===== src/rtl/nfa_query_assembler.sv =====
// Packs a stream of 8-bit query criteria into 72-bit NFA engine query words
// and buffers completed words in a small first-word-fall-through FIFO.
module nfa_query_assembler #(
  parameter int NUM_CRITERIA = 9,
  parameter int CRIT_WIDTH   = 8,
  parameter int FIFO_DEPTH   = 4,
  parameter int CNT_WIDTH    = 3
) (
  input  logic                               clk_i,
  input  logic                               rst_ni,
  input  logic [CRIT_WIDTH-1:0]              crit_data_i,
  input  logic                               crit_valid_i,
  input  logic                               crit_last_i,
  output logic                               crit_ready_o,
  output logic [NUM_CRITERIA*CRIT_WIDTH-1:0] query_o,
  output logic                               query_valid_o,
  input  logic                               query_ready_i,
  output logic                               err_o,
  output logic [CNT_WIDTH-1:0]               fifo_count_o
);

  localparam int QW    = NUM_CRITERIA * CRIT_WIDTH;
  localparam int IDX_W = $clog2(NUM_CRITERIA);
  localparam int PTR_W = $clog2(FIFO_DEPTH);
  localparam logic [IDX_W-1:0]     LAST_IDX = IDX_W'(NUM_CRITERIA - 1);
  localparam logic [CNT_WIDTH-1:0] FULL_CNT = CNT_WIDTH'(FIFO_DEPTH);

  // Beat k occupies the k-th most significant criterion slot.
  function automatic logic [QW-1:0] place_crit(input logic [IDX_W-1:0] idx,
                                               input logic [CRIT_WIDTH-1:0] b);
    return QW'(b) << (CRIT_WIDTH * (NUM_CRITERIA - 1 - int'(idx)));
  endfunction

  logic [IDX_W-1:0]     idx_q;
  logic [QW-1:0]        asm_q;
  logic [QW-1:0]        word;
  logic                 accept;
  logic                 last_slot;
  logic                 close;
  logic                 pop;
  logic [PTR_W-1:0]     wr_ptr_q;
  logic [PTR_W-1:0]     rd_ptr_q;
  logic [PTR_W-1:0]     rd_ptr_nxt;
  logic [CNT_WIDTH-1:0] count_q;
  logic [CNT_WIDTH-1:0] count_keep;
  logic [CNT_WIDTH-1:0] count_nxt;
  logic [QW-1:0]        mem [FIFO_DEPTH];
  logic [QW-1:0]        out_q;
  logic                 out_vld_q;
  logic                 err_q;
  logic                 ready_q;

  // Assembly stage: the closing beat's byte is merged into the word it pushes.
  assign accept    = crit_valid_i & ready_q;
  assign last_slot = (idx_q == LAST_IDX);
  assign close     = accept & (crit_last_i | last_slot);
  assign word      = asm_q | place_crit(idx_q, crit_data_i);

  // FIFO stage: count covers stored words including the one on query_o.
  assign pop        = out_vld_q & query_ready_i;
  assign rd_ptr_nxt = rd_ptr_q + PTR_W'(pop);
  assign count_keep = count_q - CNT_WIDTH'(pop);
  assign count_nxt  = count_keep + CNT_WIDTH'(close);

  always_ff @(posedge clk_i) begin
    if (close) begin
      mem[wr_ptr_q] <= word;
    end
  end

  always_ff @(posedge clk_i or negedge rst_ni) begin
    if (!rst_ni) begin
      idx_q     <= '0;
      asm_q     <= '0;
      wr_ptr_q  <= '0;
      rd_ptr_q  <= '0;
      count_q   <= '0;
      out_q     <= '0;
      out_vld_q <= 1'b0;
      err_q     <= 1'b0;
      ready_q   <= 1'b0;
    end else begin
      if (close) begin
        idx_q    <= '0;
        asm_q    <= '0;
        wr_ptr_q <= wr_ptr_q + PTR_W'(1);
      end else if (accept) begin
        idx_q <= idx_q + IDX_W'(1);
        asm_q <= word;
      end
      rd_ptr_q <= rd_ptr_nxt;
      count_q  <= count_nxt;
      // Output stage: only words written on an earlier edge are presented.
      out_vld_q <= (count_keep != '0);
      out_q     <= (count_keep != '0) ? mem[rd_ptr_nxt] : '0;
      // Framing error: last flag disagrees with the final slot.
      err_q     <= close & (crit_last_i != last_slot);
      ready_q   <= (count_nxt != FULL_CNT);
    end
  end

  assign crit_ready_o  = ready_q;
  assign query_o       = out_q;
  assign query_valid_o = out_vld_q;
  assign err_o         = err_q;
  assign fifo_count_o  = count_q;

endmodule

===== config.mk =====
export PLATFORM = sky130hd
export DESIGN_NAME = nfa_query_assembler
export DESIGN_NICKNAME = d
export VERILOG_FILES = /design/src/rtl/nfa_query_assembler.sv
export SDC_FILE = /design/constraint.sdc
export NUM_CORES = 1
export LEC_CHECK = 0
export CAP_MARGIN = 25
export CELL_PAD_IN_SITES_DETAIL_PLACEMENT = 1
export CELL_PAD_IN_SITES_GLOBAL_PLACEMENT = 1
export CORE_MARGIN = 2
export CORE_UTILIZATION = 51
export DETAILED_ROUTE_END_ITERATION = 6
export PLACE_DENSITY_LB_ADDON = 0.1
export SYNTH_ARGS = -nofsm -noshare
export SYNTH_HDL_FRONTEND = slang
export SYNTH_SLANG_ARGS = --single-unit

===== constraint.sdc =====
create_clock -name clk_i -period 5.03 [get_ports clk_i]
set_input_delay 1.509 -clock clk_i [delete_from_list [all_inputs] [get_ports clk_i]]
set_output_delay 1.509 -clock clk_i [all_outputs]
set_load 0.1 [all_outputs]

## After elaboration in Yosys (flattened, before gate mapping)

Memories as Yosys holds them, arrays and structs flattened.
Cells that the tools add are included.
Widths: inputs -> output; s select.

| operators by class | value |
|---|---|
| equal/unequal tests | 3 |
| magnitude comparators | 0 |
| $mul | 0 |
| multiplexer cells | 7 |
| bitwise gates (word level) | 6 |
| reduce and logical (&&, ||, !) cells | 2 |
| add/subtract/negate cells | 6 |
| shift operators | 1 |
| div/mod/pow operators | 0 |

Operator list:

| kind | number |
|---|---|
| $mux 72 | 3 |
| $or 72x72->72 | 1 |
| $shl 8x32->72 | 1 |
| $mux 4 | 2 |
| $sub 4x4->5 const A | 1 |
| $add 4x1->4 const B | 1 |
| $and 1x1->1 | 4 |
| $eq 4x4->1 const B | 1 |
| $add 3x1->3 | 1 |
| $ne 3x3->1 const B | 1 |
| $reduce_bool 3->1 | 1 |
| $sub 3x1->3 | 1 |
| $add 2x1->2 | 1 |
| $add 2x1->2 const B | 1 |
| $mux 1 | 2 |
| $reduce_bool 2->1 | 1 |
| $ne 1x1->1 | 1 |
| $or 1x1->1 | 1 |

| storage, ports and cells | value |
|---|---|
| ROM bits | 0 |
| output and inout bits | 78 |
| memories | 1 |
| register bits | 158 |
| latch bits | 0 |
| bits in writable memories | 288 |

Memory list:

| name | depth | width | rd ports | clocked after Yosys merged registers in | write ports | line | text |
|---|---|---|---|---|---|---|---|
| mem | 4 | 72 | 1 | 0 | 1 | 47 | `logic [QW-1:0] mem [FIFO_DEPTH];` |

## Depth between registers and ports, before layout

Gate-level depths: netlist (run 1).

| logic depth | value |
|---|---|
| word-level depth | 5 |
| mapped depth | 12 |
| mapped depth without buffers | 9 |

## Worst setup path before layout (run 1)

Ideal clock, no wire load.

| timing | value |
|---|---|
| path kind | input -> register |
| start point | in crit_last_i |
| end point | mem mem[1][0] (netlist bit), enable pin |
| stages on the path | 5 |
| path buffers | 1 |
| slack | 0.535 ns |
| data arrival time | 4.057 ns |
| data required time | 4.592 ns |
| path through | inv_1 > ha_1 > nor2_2 > clkbuf_1 > and2_1 |

| on the way | value |
|---|---|
| cells in the longest elaborated chain, start to end | 4 |

Ends and longest elaborated chain:

| item | line | text |
|---|---|---|
| start, declared | 13 | `input logic crit_last_i,` |
| $or 1x1->1 | 56 | `assign close = accept & (crit_last_i \| last_slot);` |
| $and 1x1->1 | 56 |  |
| $mux 1 | 66 | `if (close) begin` |
| $mux 1 (implied by the code) | 67 | `mem[wr_ptr_q] <= word;` |
| end, declared | 47 |  |

Every way passes these cells.

## Final worst setup path (run 1)

| timing | value |
|---|---|
| start point | reg ready_q (netlist: crit_ready_o) |
| end point | out crit_ready_o |

RTL lines:

| item | line | text |
|---|---|---|
| start, declared | 51 | `logic ready_q;` |
| start signal, assigned | 98 | `ready_q <= (count_nxt != FULL_CNT);` |
| end, declared | 14 | `output logic crit_ready_o,` |

No word-level cell between the ends.

==> impl_results.md, run 1 <==
* Hold_ws at 0.5031 ns
* Design Area, Final at about 20000 um^2
* Avg Cell Area, Syn at 17.57 um^2
* HPWL after DPL at 21240 um
* ANT cells at 0
* Core area at 32620 um^2
* Hold buffers post-CTS at 0
* Yosys warning count at 0
* I/O pin cnt at 91
* Post_cts resized at 0
* Endpoints failing hold at 0
* ANT nets after route at 0
* Buffer depth of the longest clock path at 3
* RSZ-0062 raised after global routing: false
* Width of the die at 186.3 um
* Htree depth at 2
* Number of distinct library cells after synthesis at 38
* Die Span Y at 186.3 um
* CP max FO at 12
* Num CTS Buffers at 45
* Hold path depth at 2
* Number of port buffers at 90
* EDFF count, synth at ~290
* WL per Instance at 24.19 um
* Std-Cell Rows at 66
* Synthesized cell area at 16940 um^2
* Area Growth Syn to Fin at 17.02%
* CP Data Arrival Time at 2.46 ns
* DRT iter0 DRCs at 633
* Clock transition at path regs at 0.06 ns
* FFs w/ async S/R, synth at 35.43%
* Nets at 1089
* Top_reg_cell synth: edfxtp_1
* Worst flop-to-flop path startpoint: idx_q[0]$_DFFE_PN0P_
* WL final at 37260 um
* Critical Path Slowest Stage Cell: clkdlybuf4s50_1
* Starting Density at around half
* Buffers & Inverters on Critical Path at 1
* # DRC at 0
* Crit path cell chain: clkdlybuf4s50_1
* Vias per Instance at 5.704
* Setup Fix Bufs, Post-CTS at 0
* Crit-path max cell delay at 1.26 ns
* Hold path start: asm_q[19]$_DFFE_PN0P_
* Outcome: finished, final reports clean
* Reg2Reg Depth at 7
* Slew headroom at 31.13%
* Initial antenna violation count at 0
* Global route overflow at 0
* Layout Utilization at 60.77%
* Crit end category: primary output
* Post-synthesis register bit count at between 400 and 500
* Via count at 8784
* Critical Path Source Type: flip-flop
* Worst slew pin tran at about 1 ns
* Syn_nets at 989
* Root buffer cell: clkbuf_16
* GP Congestion at 0.7768
* Drt pass-1 iters at 5
* Path type of the worst setup path: reg2out
* Cell Area, Placed at approximately 18000 um^2
* Worst clock skew at 0.02187 ns
* FF-to-FF End: mem[0][41]$_DFFE_PP_
* Peak Freq at 252.1 MHz
* CTS sink count at 446
* GRT Total Usage at between 20% and 30%
* Reg2reg setup slack at 1.89 ns
* Period minus WS final at just under 4 ns
* Worst hold path class: reg2reg
* CP top delay family: buffers and inverters
* Worst-skew pair later-pin latency at 0.53 ns
* Vias in the first global route at 9484
* Hold endpoint: asm_q[19]$_DFFE_PN0P_
* Post-synthesis sequential area ratio at between 70% and 80%
* First-pass GRT wire length at roughly 58000 um
* Cells after synthesis at 964
* Req. time, crit path at 3.52 ns
* Max_cap viols at 0
* Largest net degree at the start of global routing at 80
* Setup violators final at 0
* Setup TNS at 0 ns
* Final worst-path cycle share at about four fifths
* Max-slew violation count at 0
* Share of cells above drive strength 1 at around 16%
* Die ar. at 34690 um^2
* CTS tree: built
-- cell families (layout without fill, tap and decap cells) --
group           after synthesis  after routing  synth area share, %
compound gates              163            163                6.455
xor+xnor                      8              8               0.4579
fa+ha+maj                    12             12               0.8862
buf+inv                      67            201                2.120
flops                       446            446                74.39
mux                          72             72                9.498
simple gates                196            196                6.196
-- Yosys cell counts (11+ instances only) --
library cell	count	area, um^2
dfrtp_1	158	3954
clkbuf_1	20	75.07
nor2b_1	72	450.4
ha_1	12	150.1
nor2_1	76	285.3
buf_2	28	140.1
edfxtp_1	288	8648
a21o_1	73	548.0
nand3_1	11	55.05
and2_1	14	87.58
a21oi_1	72	360.4
mux4_2	71	1599
-- cell type report --
type,instances,area [um^2]
clock buffers,64,1237
clock inverters,17,231.5
fillers,2865,12790
inverters,10,37.54
multi-input cells,451,4023
flip-flops and latches,446,12600
well taps,442,553.0
repair buffers,110,1140
-- placed cells by master (no fill, tap or decap), drive strengths merged, types with 3 or more instances in the layout --
master,n
dfrtp,158
edfxtp,288
a21o,73
inv,10
nand3b,3
buf,19
nor2,79
and2,14
xnor2,5
nand3,11
ha,12
mux4,71
xor2,3
clkdlybuf4s50,89
clkinv,10
o21ai,3
bufinv,6
nor2b,72
nand2,7
clkbuf,66
a21oi,82
-- worst max path at each step --
stage	depth (start not counted)	start	to	slack [ns]
floorplan	5	crit_last_i	mem[1][0]$_DFFE_PP_	0.53
global placement	5	crit_valid_i	mem[0][10]$_DFFE_PP_	0.97
detailed placement	5	crit_valid_i	mem[0][51]$_DFFE_PP_	0.89
CTS	1	crit_ready_o$_DFF_PN0_	crit_ready_o	1.10
global route	1	crit_ready_o$_DFF_PN0_	crit_ready_o	1.04
finish	1	crit_ready_o$_DFF_PN0_	crit_ready_o	1.06
-- registers in the layout, summed over array words and instances, names as in the netlist --
signal         cells
idx_q              4
mem              288
err_o              1
fifo_count_o       3
query_valid_o      1
crit_ready_o       1
wr_ptr_q           2
query_o           72
asm_q             72
rd_ptr_q           2
-- metal layers --
metal,vias up,track usage (%),routed length [um]
met2,219,36.46,17980
li1,3796,-,-
met4,0,6.299,895
met3,73,3.407,1543
met1,4696,32.63,16830
met5,-,0,0
-- per-stage QoR --
step | setup slack [ns] | std cells
2_1_floorplan | 0.5347 | 964
3_3_place_gp | 0.9715 | 1457
3_5_place_dp | 0.8938 | 1457
4_1_cts | 1.101 | 1538
5_1_grt | 1.044 | 1540
6_report | 1.064 | 1540
Power of run 1 is not shown: default switching activity piles up to over one toggle a cycle in this logic, so the estimate is an artifact.
==> run 2, diff against run 1 <==
- CORE_UTILIZATION: 51 -> 46
- clock period: 5.03 -> 3.5 ns (I/O delays scaled with it)
==> impl_results.md, run 2 (synthesis results as in run 1) <==
* Final worst-path cycle share at 78.74%
* Outcome: finished, final reports clean
* Largest net degree at the start of global routing at 60 (-25%)
* Drt pass-1 iters at 5 (unchanged)
* Via count at 8733 (-0.58%)
* Htree depth at 2 (unchanged)
* Path type of the worst setup path: reg2reg
* Critical Path Slowest Stage Cell: and2_1
* ANT nets after route at 0 (unchanged)
* Die Span Y at 195.9 um (+5.2%)
* Multi-input gate area at 4023 um^2 (unchanged)
* Critical Path Source Type: flip-flop
* Commonest non-fill, non-tap cells in the layout: 288 x edfxtp_1, 158 x dfrtp_1, 110 x buf_4
* Vias per Instance at 5.451 (-4.4%)
* GRT Total Usage at 20.71% (-1.9 points)
* ANT cells at 0 (unchanged)
* Die ar. at 38380 um^2 (+11%)
* Slew headroom at 40.40% (+9.3 points)
* Setup violators final at 0 (unchanged)
* Design Area, Final at 20170 um^2 (+1.7%)
* Hold_ws at 0.4963 ns (-0.006865 ns)
* Number of port buffers at 90 (unchanged)
* Root buffer cell: clkbuf_16
* CTS sink count at 446 (unchanged)
* # DRC at 0 (unchanged)
* I/O pin cnt at 91 (unchanged)
* Core area at 36430 um^2 (+12%)
* Period minus WS final at 2.756 ns
* Max reg flops at 288 (unchanged)
* Vias in the first global route at 9430 (-0.57%)
* Worst slew pin tran at 0.8931 ns (-0.1362 ns)
* Crit-path max cell delay at 0.70 ns (-0.56 ns)
* Peak Freq at 362.9 MHz
* Pre-CTS setup slack at 0.2706 ns (-0.6232 ns)
* Req. time, crit path at 3.89 ns (+0.37 ns)
* Max-slew violation count at 0 (unchanged)
* Clock transition at path regs at 0.06 ns (about the same)
* CP max FO at 12 (unchanged)
* Starting Density at 46.50% (-5.4 points)
* WL per Instance at 23.77 um (-1.8%)
* Max_cap viols at 0 (unchanged)
* Flip-flop and latch area at 12600 um^2 (unchanged)
* Post_cts resized at 0 (unchanged)
* Area Growth Syn to Fin at 19.06%
* HPWL after DPL at 23130 um (+8.9%)
* Hold buffers post-CTS at 0 (unchanged)
* Crit end category: flip-flop
* Std-Cell Rows at 70 (+6.1%)
* Nets at 1121 (+2.9%)
* Cell Area, Placed at 18560 um^2 (+1.2%)
* Setup Fix Bufs, Post-CTS at 0 (unchanged)
* Share of cells above drive strength 1 at 26.37% (+9.9 points)
* Initial antenna violation count at 0 (unchanged)
* Setup TNS at 0 ns (unchanged)
* Buffer depth of the longest clock path at 3 (unchanged)
* Busiest layer in global routing: met2
* Met3 layer usage reported by global route at 3.885% (+0.48 points)
* WL final at 38070 um (+2.2%)
* Met1 Usage GRT at 29.03% (-3.6 points)
* Num CTS Buffers at 47 (+4.4%)
* Worst clock skew at 0.009572 ns (-0.01230 ns)
* Worst-skew pair later-pin latency at 0.56 ns (+0.03 ns)
* GP Congestion at 0.7592 (-2.3%)
* Worst setup margin at 0.7442 ns (-0.3198 ns)
* Commonest non-fill, non-tap cell in the layout: edfxtp_1
* Worst hold path class: in2async
* Top reg by flops: mem
* CP Data Arrival Time at 3.15 ns (+0.69 ns)
* RSZ-0062 raised after global routing: false
* Met2 Track Usage GR at 34.19% (-2.3 points)
* First-pass GRT wire length at 58640 um (+1.8%)
* Global route overflow at 0 (unchanged)
* CTS tree: built
* Fillers at 3329 (+16%)
* Crit path cell chain: inv_1 > ha_1 > nand2b_4 > nand2_1 > and2_1 > a21o_1
* Width of the die at 195.9 um (+5.2%)
* Endpoints failing hold at 0 (unchanged)
* DRT iter0 DRCs at 600 (-5.2%)
## run 2: changes by cell type in the layout (fill, tap and decap cells not counted), sizes merged
cell | before | now
buf | 19 | 129
clkdlybuf4s50 | 89 | 11
clkinv | 10 | 14
clkbuf | 66 | 65
clkinvlp | 1 | 2
## run 2: worst paths after layout
path	from	to	slack [ns]	depth (start not counted)
worst max-delay path	idx_q[0]$_DFFE_PN0P_	mem[1][58]$_DFFE_PP_	0.74	6
worst min-delay path	rst_ni	query_o[43]$_DFF_PN0_	0.50	1
worst max register to register	idx_q[0]$_DFFE_PN0P_	mem[1][58]$_DFFE_PP_	0.74	6
worst min register to register	asm_q[55]$_DFFE_PN0P_	asm_q[55]$_DFFE_PN0P_	0.50	2
max in group asynchronous	rst_ni	asm_q[32]$_DFFE_PN0P_	2.31	2
min in group clk_i	asm_q[55]$_DFFE_PN0P_	asm_q[55]$_DFFE_PN0P_	0.50	2
## run 2: stage by stage
step	utilization, %	instances
2_1_floorplan	-	964
3_3_place_gp	50.93	1515
3_5_place_dp	50.93	1515
4_1_cts	55.36	1602
5_1_grt	55.36	1602
6_report	55.36	1602
## run 2: metal layers
layer  wire (um)  part of all wire [%]
met3        1587                   4.2
met2       18580                    49
met1       17320                    45
met4         582                   1.5
met5           0                     0
## run 2: worst max-delay path: cells and delay by family (launching register included)
| kind | cells | cell delay (ns) |
|---|---|---|
| AO/OA/AOI/OAI | 1 | 0.32 |
| adder cells (fa/ha/maj) | 1 | 0.45 |
| flip-flops | 1 | 0.49 |
| buffers and inverters | 1 | 0.11 |
| AND/OR/NAND/NOR | 3 | 1.21 |
## run 2: cell type report
cell class | instances | share of cell area [%]
clock buffers | 65 | 6.730
clock inverters | 22 | 1.278
inverters | 10 | 0.1861
multi-input cells | 451 | 19.94
flip-flops and latches | 446 | 62.48
well taps | 468 | 2.903
repair buffers | 140 | 6.482
Power of run 2 is left out for the same reason.
==> run 3, diff against run 2 <==
- CORE_UTILIZATION: 46 -> 51
- clock period: 3.5 -> 2.7 ns (I/O delays scaled with it)
==> impl_results.md, run 3 (synthesis results as in run 1) <==
* Htree depth at 2 (unchanged)
* CTS tree: built
* Multi-input gate area at 4028 um^2 (+0.12%)
* Setup Fix Bufs, Post-CTS at 0 (unchanged)
* Worst-skew pair later-pin latency at 0.54 ns (-0.02 ns)
* WL final at 39320 um (+3.3%)
* ANT cells at 0 (unchanged)
* I/O pin cnt at 91 (unchanged)
* CP Data Arrival Time at 2.85 ns (-0.30 ns)
* Top reg by flops: mem
* Reg2reg setup slack at 0.21 ns (-0.53 ns)
* Starting Density at 51.94% (+5.4 points)
* ANT nets after route at 0 (unchanged)
* Width of the die at 186.3 um (-4.9%)
* RSZ-0062 raised after global routing: false
* Max reg flops at 288 (unchanged)
* Max_cap viols at 0 (unchanged)
* DRT iter0 DRCs at 577 (-3.8%)
* Worst flop-to-flop path startpoint: idx_q[0]$_DFFE_PN0P_
* Commonest non-fill, non-tap cell in the layout: edfxtp_1
* Design Area, Final at 20200 um^2 (+0.15%)
* Fillers at 2891 (-13%)
* Share of cells above drive strength 1 at 28.20% (+1.8 points)
* Global route overflow at 0 (unchanged)
* Peak Freq at 402.0 MHz (+11%)
* # DRC at 0 (unchanged)
* Slew headroom at 28.90% (-11 points)
* Worst clock skew at 0.01205 ns (+0.002481 ns)
* Vias in the first global route at 9898 (+5.0%)
* Buffer depth of the longest clock path at 3 (unchanged)
* Worst slew pin tran at 1.063 ns (+0.1694 ns)
* Cell Area, Placed at 18770 um^2 (+1.2%)
* Num CTS Buffers at 45 (-4.3%)
* Drt pass-1 iters at 4 (-1)
* Max-slew violation count at 0 (unchanged)
* Post_cts resized at 0 (unchanged)
* GRT Total Usage at 23.90% (+3.2 points)
* Hold buffers post-CTS at 0 (unchanged)
* Critical Path Source Type: flip-flop
* Path type of the worst setup path: reg2reg
* HPWL after DPL at 24050 um (+4.0%)
* Area Growth Syn to Fin at 19.24%
* Via count at 8984 (+2.9%)
* GP Congestion at 0.7662 (+0.92%)
* WL per Instance at 24.60 um (+3.5%)
* Setup TNS at 0 ns (unchanged)
* Die Span Y at 186.3 um (-4.9%)
* Reg2Reg Depth at 5 (-1)
* Commonest non-fill, non-tap cells in the layout: 288 x edfxtp_1, 157 x dfrtp_1, 132 x buf_4
* Nets at 1145 (+2.1%)
* Flip-flop and latch area at 12600 um^2 (about the same)
* CTS sink count at 446 (unchanged)
* Worst hold path class: in2async
* Req. time, crit path at 3.06 ns (-0.83 ns)
* Period minus WS final at 2.488 ns (-0.2681 ns)
* Vias per Instance at 5.622 (+3.1%)
* Largest net degree at the start of global routing at 56 (-6.7%)
* Initial antenna violation count at 0 (unchanged)
* Std-Cell Rows at 66 (-5.7%)
* CP max FO at 16 (+4)
* First-pass GRT wire length at 60620 um (+3.4%)
* Root buffer cell: clkbuf_16
* Endpoints failing hold at 0 (unchanged)
* Die ar. at 34690 um^2 (-9.6%)
* Number of port buffers at 90 (unchanged)
* Core area at 32620 um^2 (-10%)
* Clock transition at path regs at 0.06 ns (about the same)
* Final worst-path cycle share at 92.14% (+13 points)
* Outcome: finished, final reports clean
* Setup violators final at 0 (unchanged)
* Crit end category: flip-flop
* FF-to-FF End: mem[3][31]$_DFFE_PP_
[run 3: through the flow]
| stage | std cells | hold WS (ns) | worst slack [ns] | util, % |
|---|---|---|---|---|
| final | 1598 | 0.2835 | 0.2123 | 61.93 |
| after CTS | 1598 | 0.2925 | 0.1998 | 61.93 |
| after floorplan | 964 | 0.4643 | 0.04038 | - |
| after global routing | 1598 | 0.3191 | 0.04537 | 61.93 |
| after detailed placement | 1515 | 0.4853 | -0.1824 | 57.56 |
| after global placement | 1515 | 0.4762 | -0.1755 | 57.56 |
[run 3: how the worst max path moves through the flow]
stage	start	cells past startpoint	endpoint	slack [ns]
after floorplan	idx_q[0]$_DFFE_PN0P_	9	mem[2][0]$_DFFE_PP_	0.04
after global placement	query_ready_i	6	query_o[3]$_DFF_PN0_	-0.18
after detailed placement	query_ready_i	6	query_o[8]$_DFF_PN0_	-0.18
after CTS	idx_q[0]$_DFFE_PN0P_	6	mem[1][12]$_DFFE_PP_	0.20
after global routing	idx_q[0]$_DFFE_PN0P_	5	mem[3][31]$_DFFE_PP_	0.05
final	idx_q[0]$_DFFE_PN0P_	5	mem[3][31]$_DFFE_PP_	0.21
[run 3: per-layer routing]
layer,GRT usage [%],vias to the layer above,wire length (um)
met1,33.78,4789,17090
met4,5.260,0,656
met3,3.135,49,1778
met5,0,-,0
li1,-,3909,-
met2,40.31,237,19790
[run 3: area by class of cell]
type / instances / share of cell area, %
Clock inverter: 26 / 1.065
Timing Repair Buffer: 166 / 7.687
Multi-Input combinational cell: 451 / 19.94
Tap cell: 442 / 2.738
Sequential cell: 446 / 62.39
Clock buffer: 57 / 5.996
Inverter: 10 / 0.1858
[run 3: critical path: stages (launching register included)]
cell	delay [ns]
dfrtp_1	0.52
inv_1	0.09
ha_1	0.33
xnor2_1	0.20
nor2_1	0.83
a21o_1	0.34
Power of run 3 is left out for the same reason.
